## config.mk

```make
export PLATFORM = sky130hd
export DESIGN_NAME = ofs_plat_prim_uid_tag_remap_flat
export DESIGN_NICKNAME = d
export VERILOG_FILES = /design/src/rtl/ofs_plat_prim_uid_tag_remap_if.sv /design/src/rtl/ofs_plat_prim_uid_tag_remap.sv /design/src/flat_wrapper.sv
export SDC_FILE = /design/constraint.sdc
export NUM_CORES = 1
export LEC_CHECK = 0
export BUFFER_PORTS_ARGS = -buffer_cell sky130_fd_sc_hd__clkbuf_2
export CELL_PAD_IN_SITES_DETAIL_PLACEMENT = 1
export CELL_PAD_IN_SITES_GLOBAL_PLACEMENT = 1
export CORE_AREA = 2 2 176 213
export DETAILED_ROUTE_END_ITERATION = 7
export DIE_AREA = 0 0 178 215
export PLACE_DENSITY = 0.81
export SKIP_LAST_GASP = 1
export SYNTH_ARGS = -nofsm -noshare
export SYNTH_HDL_FRONTEND = slang
export SYNTH_SLANG_ARGS = --single-unit
```

## constraint.sdc

```tcl
create_clock -name clk -period 3.6 [get_ports clk]
set_clock_uncertainty 0.1 [all_clocks]
set_input_delay 0.54 -clock clk [delete_from_list [all_inputs] [get_ports clk]]
set_output_delay 0.54 -clock clk [all_outputs]
set_load 0.05 [all_outputs]
```

## src/rtl/ofs_plat_prim_uid_tag_remap_if.sv

```systemverilog
// Bundle of the request, forward, allocator, response and status signals of the UID tag remapper.
// The master modport is the remapper itself; the slave modport is the surrounding environment.
interface ofs_plat_prim_uid_tag_remap_if #(
  parameter int N_ENTRIES = 32,
  parameter int TAG_BITS  = 8,
  parameter int DATA_BITS = 64
);
  localparam int UID_W = $clog2(N_ENTRIES);
  localparam int CNT_W = $clog2(N_ENTRIES + 1);

  logic                 req_valid;
  logic                 req_ready;
  logic [TAG_BITS-1:0]  req_tag;
  logic [DATA_BITS-1:0] req_data;

  logic                 fwd_valid;
  logic                 fwd_ready;
  logic [UID_W-1:0]     fwd_uid;
  logic [DATA_BITS-1:0] fwd_data;

  logic                 uid_alloc;
  logic                 uid_alloc_ready;
  logic [UID_W-1:0]     uid_alloc_uid;
  logic                 uid_free;
  logic [UID_W-1:0]     uid_free_uid;

  logic                 rsp_in_valid;
  logic                 rsp_in_ready;
  logic [UID_W-1:0]     rsp_in_uid;
  logic                 rsp_in_last;
  logic [DATA_BITS-1:0] rsp_in_data;

  logic                 rsp_out_valid;
  logic                 rsp_out_ready;
  logic [TAG_BITS-1:0]  rsp_out_tag;
  logic                 rsp_out_last;
  logic [DATA_BITS-1:0] rsp_out_data;

  logic [CNT_W-1:0]     inflight_cnt;
  logic                 err;

  modport master (
    input  req_valid, req_tag, req_data,
    output req_ready,
    output fwd_valid, fwd_uid, fwd_data,
    input  fwd_ready,
    output uid_alloc,
    input  uid_alloc_ready, uid_alloc_uid,
    output uid_free, uid_free_uid,
    input  rsp_in_valid, rsp_in_uid, rsp_in_last, rsp_in_data,
    output rsp_in_ready,
    output rsp_out_valid, rsp_out_tag, rsp_out_last, rsp_out_data,
    input  rsp_out_ready,
    output inflight_cnt, err
  );

  modport slave (
    output req_valid, req_tag, req_data,
    input  req_ready,
    input  fwd_valid, fwd_uid, fwd_data,
    output fwd_ready,
    input  uid_alloc,
    output uid_alloc_ready, uid_alloc_uid,
    input  uid_free, uid_free_uid,
    output rsp_in_valid, rsp_in_uid, rsp_in_last, rsp_in_data,
    input  rsp_in_ready,
    input  rsp_out_valid, rsp_out_tag, rsp_out_last, rsp_out_data,
    output rsp_out_ready,
    input  inflight_cnt, err
  );
endinterface

```

## src/rtl/ofs_plat_prim_uid_tag_remap.sv

```systemverilog
// Swaps client tags for allocator UIDs on requests and restores them on responses, freeing UIDs on last beats.
// Define OFS_PLAT_PRIM_UID_TAG_REMAP_CHECK_EN to add busy-UID tracking and the sticky err flag.
module ofs_plat_prim_uid_tag_remap #(
  parameter int N_ENTRIES = 32,
  parameter int TAG_BITS  = 8,
  parameter int DATA_BITS = 64
) (
  input  logic clk,
  input  logic reset,
  ofs_plat_prim_uid_tag_remap_if.master bus
);
  localparam int UID_W = $clog2(N_ENTRIES);
  localparam int CNT_W = $clog2(N_ENTRIES + 1);
  localparam logic [CNT_W-1:0] CNT_MAX = CNT_W'(N_ENTRIES);

  logic                 req_ready_w, req_acc;
  logic                 rsp_in_ready_w, rsp_acc, rsp_fwd;

  logic                 fwd_valid_q;
  logic [UID_W-1:0]     fwd_uid_q;
  logic [DATA_BITS-1:0] fwd_data_q;
  logic [TAG_BITS-1:0]  tag_tbl_q [N_ENTRIES];

  logic                 rsp_valid_q, rsp_last_q;
  logic [TAG_BITS-1:0]  rsp_tag_q;
  logic [DATA_BITS-1:0] rsp_data_q;
  logic                 uid_free_q;
  logic [UID_W-1:0]     uid_free_uid_q;

  logic [CNT_W-1:0]     cnt_q, cnt_d;

  // Request path: accept only when a UID is on offer and the forward slot can move.
  assign req_ready_w   = bus.uid_alloc_ready && (!fwd_valid_q || bus.fwd_ready);
  assign req_acc       = bus.req_valid && req_ready_w;
  assign bus.req_ready = req_ready_w;
  assign bus.uid_alloc = req_acc;

  always_ff @(posedge clk) begin
    if (reset) begin
      fwd_valid_q <= 1'b0;
    end else if (req_acc) begin
      fwd_valid_q <= 1'b1;
    end else if (bus.fwd_ready) begin
      fwd_valid_q <= 1'b0;
    end
  end

  always_ff @(posedge clk) begin
    if (req_acc) begin
      fwd_uid_q                    <= bus.uid_alloc_uid;
      fwd_data_q                   <= bus.req_data;
      tag_tbl_q[bus.uid_alloc_uid] <= bus.req_tag;
    end
  end

  assign bus.fwd_valid = fwd_valid_q;
  assign bus.fwd_uid   = fwd_uid_q;
  assign bus.fwd_data  = fwd_data_q;

  // Response path: table read happens in the accept cycle, before any reallocation can rewrite it.
  assign rsp_in_ready_w   = !rsp_valid_q || bus.rsp_out_ready;
  assign rsp_acc          = bus.rsp_in_valid && rsp_in_ready_w;
  assign bus.rsp_in_ready = rsp_in_ready_w;

  always_ff @(posedge clk) begin
    if (reset) begin
      rsp_valid_q <= 1'b0;
      uid_free_q  <= 1'b0;
    end else begin
      if (rsp_fwd) begin
        rsp_valid_q <= 1'b1;
      end else if (bus.rsp_out_ready) begin
        rsp_valid_q <= 1'b0;
      end
      uid_free_q <= rsp_fwd && bus.rsp_in_last;
    end
  end

  always_ff @(posedge clk) begin
    if (rsp_fwd) begin
      rsp_tag_q  <= tag_tbl_q[bus.rsp_in_uid];
      rsp_last_q <= bus.rsp_in_last;
      rsp_data_q <= bus.rsp_in_data;
    end
    if (rsp_acc) begin
      uid_free_uid_q <= bus.rsp_in_uid;
    end
  end

  assign bus.rsp_out_valid = rsp_valid_q;
  assign bus.rsp_out_tag   = rsp_tag_q;
  assign bus.rsp_out_last  = rsp_last_q;
  assign bus.rsp_out_data  = rsp_data_q;
  assign bus.uid_free      = uid_free_q;
  assign bus.uid_free_uid  = uid_free_uid_q;

  always_comb begin
    cnt_d = cnt_q;
    if (req_acc && !uid_free_q && (cnt_q != CNT_MAX)) begin
      cnt_d = cnt_q + 1'b1;
    end else if (!req_acc && uid_free_q && (cnt_q != '0)) begin
      cnt_d = cnt_q - 1'b1;
    end
  end

  always_ff @(posedge clk) begin
    if (reset) begin
      cnt_q <= '0;
    end else begin
      cnt_q <= cnt_d;
    end
  end

  assign bus.inflight_cnt = cnt_q;

`ifdef OFS_PLAT_PRIM_UID_TAG_REMAP_CHECK_EN
  logic [N_ENTRIES-1:0] busy_q, busy_d;
  logic                 err_q;
  logic                 freeing_same, alloc_dup, rsp_stray;

  // A UID whose free is being presented this cycle may legitimately be handed out again.
  assign freeing_same = uid_free_q && (uid_free_uid_q == bus.uid_alloc_uid);
  assign alloc_dup    = req_acc && busy_q[bus.uid_alloc_uid] && !freeing_same;
  assign rsp_stray    = rsp_acc && !busy_q[bus.rsp_in_uid];
  assign rsp_fwd      = rsp_acc && !rsp_stray;

  always_comb begin
    busy_d = busy_q;
    if (uid_free_q) begin
      busy_d[uid_free_uid_q] = 1'b0;
    end
    if (req_acc) begin
      busy_d[bus.uid_alloc_uid] = 1'b1;
    end
  end

  always_ff @(posedge clk) begin
    if (reset) begin
      busy_q <= '0;
      err_q  <= 1'b0;
    end else begin
      busy_q <= busy_d;
      if (alloc_dup || rsp_stray) begin
        err_q <= 1'b1;
      end
    end
  end

  assign bus.err = err_q;
`else
  assign rsp_fwd = rsp_acc;
  assign bus.err = 1'b0;
`endif

endmodule

```

## src/flat_wrapper.sv

```systemverilog
// flat-port wrapper written by rule: the top's interface ports become plain ports
module ofs_plat_prim_uid_tag_remap_flat 
#(
  parameter int N_ENTRIES = 32,
  parameter int TAG_BITS  = 8,
  parameter int DATA_BITS = 64
)
  (clk, reset, bus_req_valid, bus_req_tag, bus_req_data, bus_req_ready, bus_fwd_valid, bus_fwd_uid, bus_fwd_data, bus_fwd_ready, bus_uid_alloc, bus_uid_alloc_ready, bus_uid_alloc_uid, bus_uid_free, bus_uid_free_uid, bus_rsp_in_valid, bus_rsp_in_uid, bus_rsp_in_last, bus_rsp_in_data, bus_rsp_in_ready, bus_rsp_out_valid, bus_rsp_out_tag, bus_rsp_out_last, bus_rsp_out_data, bus_rsp_out_ready, bus_inflight_cnt, bus_err);
  ofs_plat_prim_uid_tag_remap_if #(.N_ENTRIES(N_ENTRIES), .TAG_BITS(TAG_BITS), .DATA_BITS(DATA_BITS)) bus_i ();
  input  logic clk;
  input  logic reset;
  input wire logic [$bits(bus_i.req_valid)-1:0] bus_req_valid;
  input wire logic [$bits(bus_i.req_tag)-1:0] bus_req_tag;
  input wire logic [$bits(bus_i.req_data)-1:0] bus_req_data;
  output wire logic [$bits(bus_i.req_ready)-1:0] bus_req_ready;
  output wire logic [$bits(bus_i.fwd_valid)-1:0] bus_fwd_valid;
  output wire logic [$bits(bus_i.fwd_uid)-1:0] bus_fwd_uid;
  output wire logic [$bits(bus_i.fwd_data)-1:0] bus_fwd_data;
  input wire logic [$bits(bus_i.fwd_ready)-1:0] bus_fwd_ready;
  output wire logic [$bits(bus_i.uid_alloc)-1:0] bus_uid_alloc;
  input wire logic [$bits(bus_i.uid_alloc_ready)-1:0] bus_uid_alloc_ready;
  input wire logic [$bits(bus_i.uid_alloc_uid)-1:0] bus_uid_alloc_uid;
  output wire logic [$bits(bus_i.uid_free)-1:0] bus_uid_free;
  output wire logic [$bits(bus_i.uid_free_uid)-1:0] bus_uid_free_uid;
  input wire logic [$bits(bus_i.rsp_in_valid)-1:0] bus_rsp_in_valid;
  input wire logic [$bits(bus_i.rsp_in_uid)-1:0] bus_rsp_in_uid;
  input wire logic [$bits(bus_i.rsp_in_last)-1:0] bus_rsp_in_last;
  input wire logic [$bits(bus_i.rsp_in_data)-1:0] bus_rsp_in_data;
  output wire logic [$bits(bus_i.rsp_in_ready)-1:0] bus_rsp_in_ready;
  output wire logic [$bits(bus_i.rsp_out_valid)-1:0] bus_rsp_out_valid;
  output wire logic [$bits(bus_i.rsp_out_tag)-1:0] bus_rsp_out_tag;
  output wire logic [$bits(bus_i.rsp_out_last)-1:0] bus_rsp_out_last;
  output wire logic [$bits(bus_i.rsp_out_data)-1:0] bus_rsp_out_data;
  input wire logic [$bits(bus_i.rsp_out_ready)-1:0] bus_rsp_out_ready;
  output wire logic [$bits(bus_i.inflight_cnt)-1:0] bus_inflight_cnt;
  output wire logic [$bits(bus_i.err)-1:0] bus_err;
  assign bus_i.req_valid = bus_req_valid;
  assign bus_i.req_tag = bus_req_tag;
  assign bus_i.req_data = bus_req_data;
  assign bus_req_ready = bus_i.req_ready;
  assign bus_fwd_valid = bus_i.fwd_valid;
  assign bus_fwd_uid = bus_i.fwd_uid;
  assign bus_fwd_data = bus_i.fwd_data;
  assign bus_i.fwd_ready = bus_fwd_ready;
  assign bus_uid_alloc = bus_i.uid_alloc;
  assign bus_i.uid_alloc_ready = bus_uid_alloc_ready;
  assign bus_i.uid_alloc_uid = bus_uid_alloc_uid;
  assign bus_uid_free = bus_i.uid_free;
  assign bus_uid_free_uid = bus_i.uid_free_uid;
  assign bus_i.rsp_in_valid = bus_rsp_in_valid;
  assign bus_i.rsp_in_uid = bus_rsp_in_uid;
  assign bus_i.rsp_in_last = bus_rsp_in_last;
  assign bus_i.rsp_in_data = bus_rsp_in_data;
  assign bus_rsp_in_ready = bus_i.rsp_in_ready;
  assign bus_rsp_out_valid = bus_i.rsp_out_valid;
  assign bus_rsp_out_tag = bus_i.rsp_out_tag;
  assign bus_rsp_out_last = bus_i.rsp_out_last;
  assign bus_rsp_out_data = bus_i.rsp_out_data;
  assign bus_i.rsp_out_ready = bus_rsp_out_ready;
  assign bus_inflight_cnt = bus_i.inflight_cnt;
  assign bus_err = bus_i.err;
  ofs_plat_prim_uid_tag_remap #(.N_ENTRIES(N_ENTRIES), .TAG_BITS(TAG_BITS), .DATA_BITS(DATA_BITS)) u_core (.clk(clk), .reset(reset), .bus(bus_i));
endmodule
```

[Word-level counts from Yosys, hierarchy flattened]
Memories as Yosys holds them, arrays and structs flattened. A register that Yosys moved wholly into a read port is not among the register bits.
Index checks and enable logic that the tools add are counted.
Widths: inputs -> output; s select.
Word-level totals
  word-level logic and storage cells: 39
  memories: 1
  output and inout bits: 160
  RAM bits: 256
  bits of input ports: 154
  flip-flop bits (word level): 148
Operators by class
  add/subtract/negate cells: 2
  eq/ne operators: 1
  muxes and demuxes: 8
  reduce and logical (&&, ||, !) cells: 18
Memories
  u_core.tag_tbl_q: depth 32, bits a word 8, read ports 1, clocked after memory_dff 1, write ports 1, RTL line ofs_plat_prim_uid_tag_remap.sv:22  | logic [TAG_BITS-1:0] tag_tbl_q [N_ENTRIES];
Operators with widths (count)
  $mux 6: 2
  $logic_and 1x1->1: 8
  $add 6x1->6 const B: 1
  $mux 1: 6
  $ne 6x6->1 const B: 1
  $reduce_bool 2->1: 3
  $reduce_bool 6->1: 1
  $sub 6x1->6 const B: 1
  $logic_not 1->1: 4
  $logic_or 1x1->1: 2

[Longest topological paths before layout]
Gate-level depths: netlist (run 1).
  word-level depth: 9
  mapped depth: 9
  depth with buffers taken out: 9

[Worst setup path after synthesis (run 1)]
No wires, ideal clock.
  path kind: in2reg
  start: input bus_fwd_ready
  end: memory u_core.tag_tbl_q[11][0], enable pin
  slack: -0.391 ns
  library setup time: 0.372 ns
  path buffers: 0
  stages: 5
  data required time: 3.128 ns
  arrival: 3.519 ns
  cell sequence: nand2b_1 nand3_1 inv_1 nand3_1 nor2_1
On the way
  longest elaborated chain between the ends: 5
Ends and longest elaborated chain
  start: declaration: RTL line flat_wrapper.sv:19  | input wire logic [$bits(bus_i.fwd_ready)-1:0] bus_fwd_ready;
  $logic_or 1x1->1: RTL line ofs_plat_prim_uid_tag_remap.sv:33  | assign req_ready_w = bus.uid_alloc_ready && (!fwd_valid_q || bus.fwd_ready);
  $logic_and 1x1->1: RTL line ofs_plat_prim_uid_tag_remap.sv:33
  $logic_and 1x1->1: RTL line ofs_plat_prim_uid_tag_remap.sv:34  | assign req_acc = bus.req_valid && req_ready_w;
  net bus_uid_alloc: RTL line flat_wrapper.sv:20  | output wire logic [$bits(bus_i.uid_alloc)-1:0] bus_uid_alloc;
  $mux 1: RTL line ofs_plat_prim_uid_tag_remap.sv:49  | if (req_acc) begin
  $mux 1 (not written as such): RTL line ofs_plat_prim_uid_tag_remap.sv:52  | tag_tbl_q[bus.uid_alloc_uid] <= bus.req_tag;
  end: declaration: RTL line ofs_plat_prim_uid_tag_remap.sv:22
The timed path passes the listed nets, and every way through them passes these cells.

[Worst setup path after layout (run 1)]
  start: register u_core.cnt_q[1], in the netlist u_core.bus.inflight_cnt[1]
  end: register u_core.cnt_q[5], in the netlist u_core.bus.inflight_cnt[5]
On the way
  longest elaborated chain between the ends: 3
  elaborated cells on any way between the ends: 9
  classes of those cells: add/sub: 2; eq/ne: 1; mux: 2; reduce/logical: 4
Ends and longest elaborated chain
  start: declaration: RTL line ofs_plat_prim_uid_tag_remap.sv:30  | logic [CNT_W-1:0] cnt_q, cnt_d;
  start signal: assignment: RTL line ofs_plat_prim_uid_tag_remap.sv:110  | cnt_q <= cnt_d;
  $sub 6x1->6, or another cell as far along: RTL line ofs_plat_prim_uid_tag_remap.sv:102  | cnt_d = cnt_q - 1'b1;
  $mux 6, or another cell as far along: RTL line ofs_plat_prim_uid_tag_remap.sv:101  | end else if (!req_acc && uid_free_q && (cnt_q != '0)) begin
  $mux 6 / $reduce_bool 2->1 (equally long branches)
Several ways; a longest one is shown, not always the timed one. The select of a mux whose other input is x is not followed.
A chain may end at the register's enable or synchronous reset.

==> results.sh, run 1 <==
export IMPL_gp_congestion=0.813
export IMPL_synth_warnings=0
export IMPL_cpPeakStageDelay_ps=570
export IMPL_cp_num_cells=9
export IMPL_fin_crit_sh_pct=91.0
export IMPL_reg2regPathDepth=9
export IMPL_status="completed"
export IMPL_timing_rr_end="u_core.bus.inflight_cnt[5]"
export IMPL_finalCriticalPeriod_ps=3280
export IMPL_cp_arrival_ps=3620
export IMPL_fin_ws_ps=322
export IMPL_num_fill_cells=3344
export IMPL_grt_pass1_vias=8494
export IMPL_rr_startpoint="u_core.bus.inflight_cnt[1]"
export IMPL_critPathRequiredTime_ps=3950
export IMPL_clkTransAtPathRegs_ps=60
export IMPL_wl_per_cell_microns=22.2
export IMPL_antenna_cells=0
export IMPL_synthArstFlopShare_pct=0
export IMPL_yosys_area_share_simple_pct=2.43
export IMPL_synthAdderAreaFrac_pct=0.467
export IMPL_die_w_microns=178
export IMPL_ys_types=40
export IMPL_core_area_sq_um=36300
export IMPL_irDropWorstVdd_mv=0.438
export IMPL_drive_gt1_share_pct=39.6
export IMPL_crit_path_end="u_core.bus.inflight_cnt[5]"
export IMPL_cts_root_buf="clkbuf_16"
export IMPL_synth_nets=875
export IMPL_viasPerCell=5.13
export IMPL_p_leak_nw=6.86
export IMPL_hold_buffers=0
export IMPL_critPathLaunch="u_core.bus.inflight_cnt[1]"
export IMPL_synthCells=716
export IMPL_finalInstanceArea_sq_um=18500
export IMPL_ios=314
export IMPL_ys_ff_latch=412
export IMPL_slew_headroom_pct=44.0
export IMPL_rrSetupSlack_ps=320
export IMPL_cp_num_buf_inv=0
export IMPL_post_place_ws_ps=320
export IMPL_post_cts_buffers=0
export IMPL_synth_compound_area_share_pct=3.65
export IMPL_numClockSinks=412
export IMPL_worstSetupStartpointType="flip-flop"
export IMPL_setup_tns_final_ps=0
export IMPL_drc=0
export IMPL_synth_edf_count=403
export IMPL_syn_mean_instance_area_sq_um=21.0
export IMPL_finalMaxSlewViolations=0
export IMPL_finalHoldViolCount=0
export IMPL_critical_path_top_delay_family="compound AO/OA/AOI/OAI gates"
export IMPL_dp_hpwl_mm=24.3
export IMPL_rows=77
export IMPL_p_per_area_nw_per_um2=581
export IMPL_drt_iter0_markers=444
export IMPL_wirelength_mm=34.8
export IMPL_crit_type="reg2reg"
export IMPL_cp_slowest_cell="or4_4"
export IMPL_yosysSeqAreaShare_pct=81.8
export IMPL_ant_nets=0
export IMPL_die_h_microns=215
export IMPL_placed_area_sq_um=17200
export IMPL_clock_path_buffers=3
export IMPL_gr_total_overflow=0
export IMPL_synth_xor_area_share_pct=0.233
export IMPL_path_max_fanout=5
export IMPL_crit_path_end_kind="flip-flop"
export IMPL_post_cts_resized=0
export IMPL_dr_pass1_iters=5
export IMPL_worst_slew_pin_slew_ps=837
export IMPL_syn_cell_area_sq_um=15000
export IMPL_area_delta_synth_final_pct=23.6
export IMPL_htree_levels=2
export IMPL_finalPower_mw=10.8
export IMPL_finalSetupViolCount=0
export IMPL_die_area_sq_um=38300
export IMPL_synthMuxAreaShare_pct=10.3
export IMPL_cts_buffers=42
export IMPL_synth_top_family_by_area="multiplexers"
export IMPL_start_util_pct=41.3
export IMPL_insertion_delay_ps=540
export IMPL_vias=8035
export IMPL_cts_tree="yes"
export IMPL_grt_max_degree=53
export IMPL_grt_pass1_wl_mm=51.8
export IMPL_nets=1217
export IMPL_fmax_ghz=0.305
export IMPL_drv_cap=0
export IMPL_antenna_found_initial=0
export IMPL_hp_class="in2reg"
export IMPL_rsz0062_at_grt="false"
export IMPL_synth_ff_type="edfxtp_1"
export IMPL_port_buffers=312
export IMPL_path_cells="or4_4 > or3b_4 > nand2_1 > ha_1 > a21o_1 > a31o_1 > a2111o_1 > o21ba_2 > a221oi_1"
export IMPL_grt_usage_pct=18.1
## kinds of logic after synthesis
group	count (synthesis)
buffers and inverters	33
flip-flops	412
multiplexers	115
AO/OA/AOI/OAI	72
other	1
XOR/XNOR	4
adder cells (fa/ha/maj)	5
AND/OR/NAND/NOR	74
## synth_stat cells (2+ instances only)
cell | instances | area (sq um)
buf_1 | 4 | 15.0
nand3b_1 | 4 | 30.0
nand3_1 | 3 | 15.0
a22oi_1 | 8 | 60.1
buf_2 | 20 | 100
mux4_2 | 32 | 721
xnor2_1 | 4 | 35.0
ha_1 | 4 | 50.1
nor2b_1 | 4 | 25.0
clkbuf_1 | 5 | 18.8
nor2_1 | 41 | 154
and2_1 | 3 | 18.8
or3b_2 | 2 | 17.5
nand2_1 | 5 | 18.8
or3_1 | 2 | 12.5
nand2b_1 | 4 | 25.0
a221oi_1 | 9 | 78.8
inv_1 | 3 | 11.3
a21oi_1 | 21 | 105
a21o_1 | 3 | 22.5
nor3_1 | 2 | 10.0
mux2i_1 | 83 | 831
edfxtp_1 | 403 | 12100
o221ai_1 | 8 | 70.1
a22o_1 | 16 | 140
dfxtp_1 | 9 | 180
## flip-flops by register name, summed over array words and instances (netlist names)
name / cells
u_core.bus.rsp_out_data: 64
u_core.bus.fwd_data: 64
u_core.bus.uid_free_uid: 5
u_core.tag_tbl_q: 256
u_core.bus.rsp_out_tag: 8
u_core.bus.uid_free: 1
u_core.bus.fwd_valid: 1
u_core.bus.fwd_uid: 5
u_core.bus.rsp_out_valid: 1
u_core.bus.inflight_cnt: 6
u_core.bus.rsp_out_last: 1
## worst min path at each step
stage                                   startpoint                  endpoint  slack [ps]  cells past startpoint
after floorplan                    bus_req_data[0]    u_core.bus.fwd_data[0]         540                      0
after global placement    u_core.bus.rsp_out_valid  u_core.bus.rsp_out_valid         410                      2
after detailed placement  u_core.bus.rsp_out_valid  u_core.bus.rsp_out_valid         430                      2
after CTS                         bus_req_data[39]   u_core.bus.fwd_data[39]          40                      1
after global routing              bus_req_data[21]   u_core.bus.fwd_data[21]          40                      1
final                             bus_req_data[15]   u_core.bus.fwd_data[15]          70                      1
## cells in the final DEF, fill, tap and decap left out, types with 4 or more instances in the layout
| cell | n |
|---|---|
| a221oi_1 | 9 |
| buf_4 | 15 |
| dfxtp_1 | 9 |
| nand2_1 | 5 |
| clkinv_1 | 11 |
| clkbuf_2 | 311 |
| bufinv_16 | 4 |
| o221ai_1 | 8 |
| clkbuf_1 | 5 |
| clkbuf_16 | 43 |
| nor2_1 | 41 |
| a22oi_1 | 8 |
| a21oi_1 | 21 |
| nor2b_1 | 4 |
| clkinv_2 | 7 |
| a22o_1 | 16 |
| edfxtp_1 | 403 |
| ha_1 | 4 |
| mux4_2 | 32 |
| xnor2_1 | 4 |
| clkinvlp_4 | 5 |
| nand2b_1 | 4 |
| nand3b_1 | 4 |
| mux2i_1 | 83 |
## final cells by class
type / instances / area, sq um / share of cell area, %
Clock buffer: 48 / 1090 / 5.90
Clock inverter: 30 / 273 / 1.47
Multi-Input combinational cell: 271 / 2570 / 13.9
Tap cell: 474 / 593 / 3.20
Inverter: 3 / 15.0 / 0.0810
Timing Repair Buffer: 328 / 1710 / 9.22
Sequential cell: 412 / 12300 / 66.2
## metal layers
layer  part of all wire, %  wire length [microns]  track usage, %  up-vias
met5                     0                      0               0        -
met4                   2.7                    938            6.15        0
met3                   8.1                   2810            4.90       54
met2                    50                  17400            31.4      379
met1                    39                  13700            21.7     4008
li1                      -                      -               -     3594
## stage by stage
step,hold WS [ps],instances,util (%)
finish,67.6,1566,51.0
global route,40.7,1566,51.0
CTS,36.7,1566,51.0
detailed placement,427,1488,47.3
global placement,411,1488,47.3
floorplan,539,716,-
## power by group
group          internal, mW  switching (mW)
logic                 0.295           0.722
clock network          2.49            1.81
registers              5.41          0.0507
total                  8.20            2.58
Note: power is estimated with default switching activity, not from simulation.
==> inputs of run 2 (changes only) <==
--- a/config.mk
+++ b/config.mk
@@ -5,12 +5,13 @@
 export SDC_FILE = /design/constraint.sdc
 export NUM_CORES = 1
 export LEC_CHECK = 0
+export ABC_AREA = 1
 export BUFFER_PORTS_ARGS = -buffer_cell sky130_fd_sc_hd__clkbuf_2
 export CELL_PAD_IN_SITES_DETAIL_PLACEMENT = 1
 export CELL_PAD_IN_SITES_GLOBAL_PLACEMENT = 1
-export CORE_AREA = 2 2 176 213
+export CORE_AREA = 2 2 183 221
 export DETAILED_ROUTE_END_ITERATION = 7
-export DIE_AREA = 0 0 178 215
+export DIE_AREA = 0 0 185 223
 export PLACE_DENSITY = 0.81
 export SKIP_LAST_GASP = 1
 export SYNTH_ARGS = -nofsm -noshare
==> results.sh, run 2 <==
export IMPL_fin_crit_sh_pct=74.0
export IMPL_path_max_fanout=18
export IMPL_drive_gt1_share_pct=29.0
export IMPL_hp_start="bus_rsp_in_data[1]"
export IMPL_area_delta_synth_final_pct=24.3
export IMPL_grt_usage_pct=21.5
export IMPL_yosys_top_cells_count="edfxtp_1, nand2_1, nand3_1, nor2_1, a21oi_1"
export IMPL_grt_util_met3_pct=4.88
export IMPL_fin_ws_ps=937
export IMPL_synthAdderAreaFrac_pct=0.452
export IMPL_status="completed"
export IMPL_rows=80
export IMPL_yosysSeqAreaShare_pct=79.2
export IMPL_post_cts_resized=0
export IMPL_synth_largest_area_cell="edfxtp_1"
export IMPL_seq_power_share_pct=49.4
export IMPL_reg2regPathDepth=13
export IMPL_finalMaxSlewViolations=0
export IMPL_dr_pass1_iters=6
export IMPL_gr_total_overflow=0
export IMPL_wirelength_mm=44.4
export IMPL_post_place_ws_ps=783
export IMPL_antenna_found_initial=0
export IMPL_clkTransAtPathRegs_ps=60
export IMPL_synthCells=1124
export IMPL_top_register="u_core.tag_tbl_q"
export IMPL_rsz0062_at_grt="false"
export IMPL_wl_per_cell_microns=21.9
export IMPL_slew_headroom_pct=39.8
export IMPL_ios=314
export IMPL_crit_path_end_kind="primary output"
export IMPL_synthMuxAreaShare_pct=0
export IMPL_hp_class="in2reg"
export IMPL_dp_cells=1962
export IMPL_critPathRequiredTime_ps=2960
export IMPL_ant_nets=0
export IMPL_crit_type="reg2out"
export IMPL_clock_path_buffers=3
export IMPL_synth_ff_type="edfxtp_1"
export IMPL_gp_congestion=0.808
export IMPL_grt_pass1_vias=11300
export IMPL_grt_max_degree=66
export IMPL_cts_tree="yes"
export IMPL_p_comb_share_pct=9.9
export IMPL_finalCriticalPeriod_ps=2660
export IMPL_synth_compound_area_share_pct=2.36
export IMPL_nets=1632
export IMPL_cp_arrival_ps=2020
export IMPL_port_buffers=312
export IMPL_finalHoldViolCount=0
export IMPL_post_cts_buffers=0
export IMPL_synthArstFlopShare_pct=0
export IMPL_setup_tns_final_ps=0
export IMPL_drv_cap=0
export IMPL_die_area_sq_um=41300
export IMPL_worstSetupStartpointType="flip-flop"
export IMPL_core_area_sq_um=39200
export IMPL_yosys_area_share_simple_pct=15.2
export IMPL_p_leak_nw=7.49
export IMPL_ys_ff_latch=412
export IMPL_vias=10500
export IMPL_synth_edf_count=403
export IMPL_largest_reg_flops=256
export IMPL_syn_cell_area_sq_um=15500
export IMPL_drc=0
export IMPL_insertion_delay_ps=560
export IMPL_grt_busiest_layer="met2"
export IMPL_p_clk_share_pct=40.7
export IMPL_finalSetupViolCount=0
export IMPL_fin_cells=2034
export IMPL_switching_share_pct=24.5
export IMPL_p_per_area_nw_per_um2=574
export IMPL_grt_pass1_wl_mm=66.5
export IMPL_irDropWorstVdd_mv=0.402
export IMPL_cts_buffers=42
export IMPL_numClockSinks=412
export IMPL_grt_met1_usage_pct=24.9
export IMPL_whs_path_depth=1
export IMPL_die_h_microns=223
export IMPL_synth_area_top_cells="edfxtp_1, nand2_1, nand3_1, a21oi_1, nor2_1"
export IMPL_layout_common_cells="edfxtp_1, nand2_1, clkbuf_2"
export IMPL_dp_hpwl_mm=29.1
export IMPL_grt_use_met2_pct=39.1
export IMPL_syn_mean_instance_area_sq_um=13.8
export IMPL_ys_types=27
export IMPL_synth_warnings=0
export IMPL_htree_levels=2
export IMPL_fmax_ghz=0.376
export IMPL_synth_nets=1283
export IMPL_cts_root_buf="clkbuf_16"
export IMPL_hold_path_endpoint="u_core.bus.rsp_out_data[1]"
export IMPL_timing_rr_end="u_core.bus.inflight_cnt[5]"
export IMPL_rrSetupSlack_ps=1200
export IMPL_p_switching_mw=2.71
export IMPL_synth_top_area_share_pct=78.0
export IMPL_worst_slew_pin_slew_ps=904
export IMPL_synth_xor_area_share_pct=0.169
export IMPL_p_int_mw=8.36
export IMPL_die_w_microns=185
export IMPL_synth_most_common_cell="edfxtp_1"
export IMPL_synth_top_family_by_area="simple AND/OR/NAND/NOR gates"
export IMPL_antenna_cells=0
export IMPL_drt_iter0_markers=892
export IMPL_viasPerCell=5.16
export IMPL_rr_startpoint="u_core.bus.fwd_valid"
export IMPL_hold_buffers=0
export IMPL_start_util_pct=39.5
export IMPL_final_common_cell="edfxtp_1"
-- run 2: changes by cell type in the layout (fill, tap and decap cells not counted), moves of 16 or more --
cell,change
a22o_1,-16
nand2_1,+320
mux2i_1,-83
mux4_2,-32
nand3_1,+166
nor2_1,+16
a21oi_1,+35
buf_4,+27
-- run 2: per-layer routing --
layer / wire length, microns / share of wire, % / vias to the layer above
met1: 16500 / 37 / 5211
met2: 23100 / 52 / 514
li1: - / - / 4697
met3: 3730 / 8.4 / 68
met5: 0 / 0 / -
met4: 1130 / 2.5 / 0
-- run 2: worst max-delay path by stage --
stage / start / endpoint / slack [ps] / cells past startpoint
2_1_floorplan: bus_fwd_ready / u_core.bus.inflight_cnt[5] / -60 / 13
6_report: u_core.bus.fwd_valid / bus_uid_alloc / 940 / 5
3_5_place_dp: bus_fwd_ready / u_core.bus.inflight_cnt[5] / 780 / 16
4_1_cts: u_core.bus.fwd_valid / bus_uid_alloc / 900 / 5
5_1_grt: u_core.bus.fwd_valid / bus_uid_alloc / 850 / 5
3_3_place_gp: bus_fwd_ready / u_core.bus.inflight_cnt[5] / 870 / 15
-- run 2: cells by family (layout without fill, tap and decap cells) --
kind of cell,after synthesis,after routing
AOI/OAI and AO/OA,69,69
other,1,1
DFF,412,412
xor gates and xnor gates,3,3
adders and majority gates,5,5
and+or+nand+nor,561,561
buffers and inverters,73,450
-- run 2: power by group through the flow --
stage / Clock [mW] / Combinational, mW / Sequential, mW
after floorplan: 0 / 0.360 / 5.90
after global placement: 0 / 1.06 / 5.56
after detailed placement: 0 / 1.10 / 5.57
after CTS: 4.60 / 1.11 / 5.47
after global routing: 4.76 / 1.18 / 5.48
final: 4.51 / 1.10 / 5.46
-- run 2: area by class of cell --
cell class	instances	area (sq um)
Clock buffer	47	1090
Clock inverter	25	320
Fill cell	4083	20000
Inverter	22	97.6
Multi-Input combinational cell	639	2880
Sequential cell	412	12300
Tap cell	533	667
Timing Repair Buffer	356	1930
-- run 2: worst max-delay path, stage by stage, from the launching register on --
cell,delay [ps]
dfxtp_2,360
nand2_8,90
nand2_4,60
nor2_4,320
buf_4,320
clkbuf_2,320
-- run 2: stage by stage --
stage	instance area, sq um	total power [mW]	hold slack [ps]	util [%]
4_1_cts	19300	11.2	38.0	49.1
5_1_grt	19300	11.4	36.1	49.1
3_3_place_gp	17900	6.62	393	45.5
3_5_place_dp	17900	6.67	408	45.5
6_report	19300	11.1	55.5	49.1
2_1_floorplan	15600	6.26	509	-
==> inputs of run 3 (changes only) <==
--- a/config.mk
+++ b/config.mk
@@ -9,10 +9,10 @@
 export BUFFER_PORTS_ARGS = -buffer_cell sky130_fd_sc_hd__clkbuf_2
 export CELL_PAD_IN_SITES_DETAIL_PLACEMENT = 1
 export CELL_PAD_IN_SITES_GLOBAL_PLACEMENT = 1
-export CORE_AREA = 2 2 183 221
+export CORE_AREA = 2 2 175 211
 export DETAILED_ROUTE_END_ITERATION = 7
-export DIE_AREA = 0 0 185 223
-export PLACE_DENSITY = 0.81
+export DIE_AREA = 0 0 177 213
+export PLACE_DENSITY = 0.84
 export SKIP_LAST_GASP = 1
 export SYNTH_ARGS = -nofsm -noshare
 export SYNTH_HDL_FRONTEND = slang
==> constraint.sdc (replaced) <==
create_clock -name clk -period 2.7 [get_ports clk]
set_clock_uncertainty 0.1 [all_clocks]
set_input_delay 0.405 -clock clk [delete_from_list [all_inputs] [get_ports clk]]
set_output_delay 0.405 -clock clk [all_outputs]
set_load 0.05 [all_outputs]
==> results.sh, run 3 (same netlist as run 2, synthesis figures left out) <==
export IMPL_drt_iter0_markers=889
export IMPL_htree_levels=2
export IMPL_final_util_pct=57.4
export IMPL_port_buffers=312
export IMPL_largest_reg_flops=256
export IMPL_drc=0
export IMPL_clock_path_buffers=3
export IMPL_area_delta_synth_final_pct=32.1
export IMPL_rows=76
export IMPL_antenna_found_initial=0
export IMPL_gr_total_overflow=0
export IMPL_finalHoldViolCount=0
export IMPL_drive_gt1_share_pct=26.7
export IMPL_p_leak_nw=8.01
export IMPL_cts_buffers=41
export IMPL_hp_class="in2reg"
export IMPL_grt_usage_pct=26.2
export IMPL_grt_max_degree=67
export IMPL_die_area_sq_um=37700
export IMPL_numClockSinks=412
export IMPL_cts_root_buf="clkbuf_16"
export IMPL_finalCriticalPeriod_ps=2480
export IMPL_gp_congestion=0.812
export IMPL_crit_path_end_kind="primary output"
export IMPL_finalMaxSlewViolations=0
export IMPL_status="completed"
export IMPL_start_util_pct=43.5
export IMPL_crit_type="reg2out"
export IMPL_setup_tns_final_ps=0
export IMPL_grt_use_met2_pct=48.0
export IMPL_grt_pass1_vias=12500
export IMPL_p_per_area_nw_per_um2=719
export IMPL_wirelength_mm=49.4
export IMPL_worst_slew_pin_slew_ps=952
export IMPL_grt_pass1_wl_mm=73.2
export IMPL_grt_busiest_layer="met2"
export IMPL_ant_nets=0
export IMPL_post_cts_buffers=0
export IMPL_cp_arrival_ps=1980
export IMPL_irDropWorstVdd_mv=0.624
export IMPL_die_w_microns=177
export IMPL_clkTransAtPathRegs_ps=60
export IMPL_dp_hpwl_mm=29.2
export IMPL_path_max_fanout=16
export IMPL_wl_per_cell_microns=23.5
export IMPL_grt_util_met3_pct=5.86
export IMPL_critPathRequiredTime_ps=2190
export IMPL_layout_common_cells="edfxtp_1, nand2_1, clkbuf_2"
export IMPL_insertion_delay_ps=550
export IMPL_final_common_cell="edfxtp_1"
export IMPL_vias=11200
export IMPL_ios=314
export IMPL_fmax_ghz=0.403
export IMPL_grt_met1_usage_pct=29.2
export IMPL_viasPerCell=5.34
export IMPL_slew_headroom_pct=36.5
export IMPL_top_register="u_core.tag_tbl_q"
export IMPL_drv_cap=0
export IMPL_worstSetupStartpointType="flip-flop"
export IMPL_nets=1760
export IMPL_rsz0062_at_grt="false"
export IMPL_finalSetupViolCount=0
export IMPL_fin_crit_sh_pct=91.9
export IMPL_core_area_sq_um=35700
export IMPL_antenna_cells=0
export IMPL_num_fill_cells=3552
export IMPL_dr_pass1_iters=5
export IMPL_post_cts_resized=0
export IMPL_die_h_microns=213
export IMPL_cts_tree="yes"
-- run 3: changes by cell type in the layout (fill, tap and decap cells not counted), moves of 4 or more --
cell,previous run,this run
nor2_2,0,4
buf_4,42,36
buf_12,3,7
dlygate4sd3_1,0,131
clkbuf_1,4,8
nor2_1,57,47
nor2_4,1,7
clkinv_1,7,11
-- run 3: routing by layer --
metal  share of wire, %  vias up
met1                 36     5448
met3                8.4      120
met5                  0        -
met4                3.7        0
met2                 52      669
li1                   -     4967
-- run 3: stage by stage --
| stage | area (sq um) | hold WS, ps | setup slack, ps | instances | power, mW |
|---|---|---|---|---|---|
| 2_1_floorplan | 15600 | 367 | -796 | 1124 | 8.34 |
| 3_3_place_gp | 17800 | 371 | 438 | 1895 | 8.84 |
| 3_5_place_dp | 17800 | 390 | 368 | 1895 | 8.89 |
| 4_1_cts | 20500 | 6.71 | 219 | 2098 | 14.8 |
| 5_1_grt | 20500 | 24.1 | 153 | 2099 | 15.1 |
| 6_report | 20500 | 37.1 | 219 | 2099 | 14.7 |
-- run 3: cell type report --
cell class                 count  area [sq um]  area share, %
tap                          468           586           2.86
clock inverter                22           235           1.15
multi-input combinational    639          2900           14.2
timing repair buffer         485          3280           16.0
clock buffer                  51          1110           5.40
sequential                   412         12300           60.0
inverter                      22          90.1          0.440
-- run 3: worst max-delay path, stage by stage, from the launching register on --
cell      delay, ps
dfxtp_4         360
nand2_4         100
nand2_4          70
nor2_4          140
buf_4           170
buf_4           250
clkbuf_2        330
-- run 3: where the power goes --
part	internal, mW	switching [mW]
clock network	3.39	2.39
registers	7.21	0.0814
logic	0.478	1.19
-- run 3: final timing paths --
kind	from	endpoint	slack [ps]	cells after the start
setup / recovery	u_core.bus.fwd_valid	bus_uid_alloc	220	6
hold / removal	bus_uid_alloc_uid[1]	u_core.bus.fwd_uid[1]	40	1
setup reg to reg	u_core.bus.inflight_cnt[0]	u_core.bus.inflight_cnt[5]	300	13
hold reg to reg	u_core.bus.rsp_out_valid	u_core.bus.rsp_out_valid	390	2
-- run 3: timing repair --
action | CTS | global route
endpoints found under the setup margin | 0 | 0
hold buffers | 130 | 1
endpoints found under the hold margin | 131 | 1
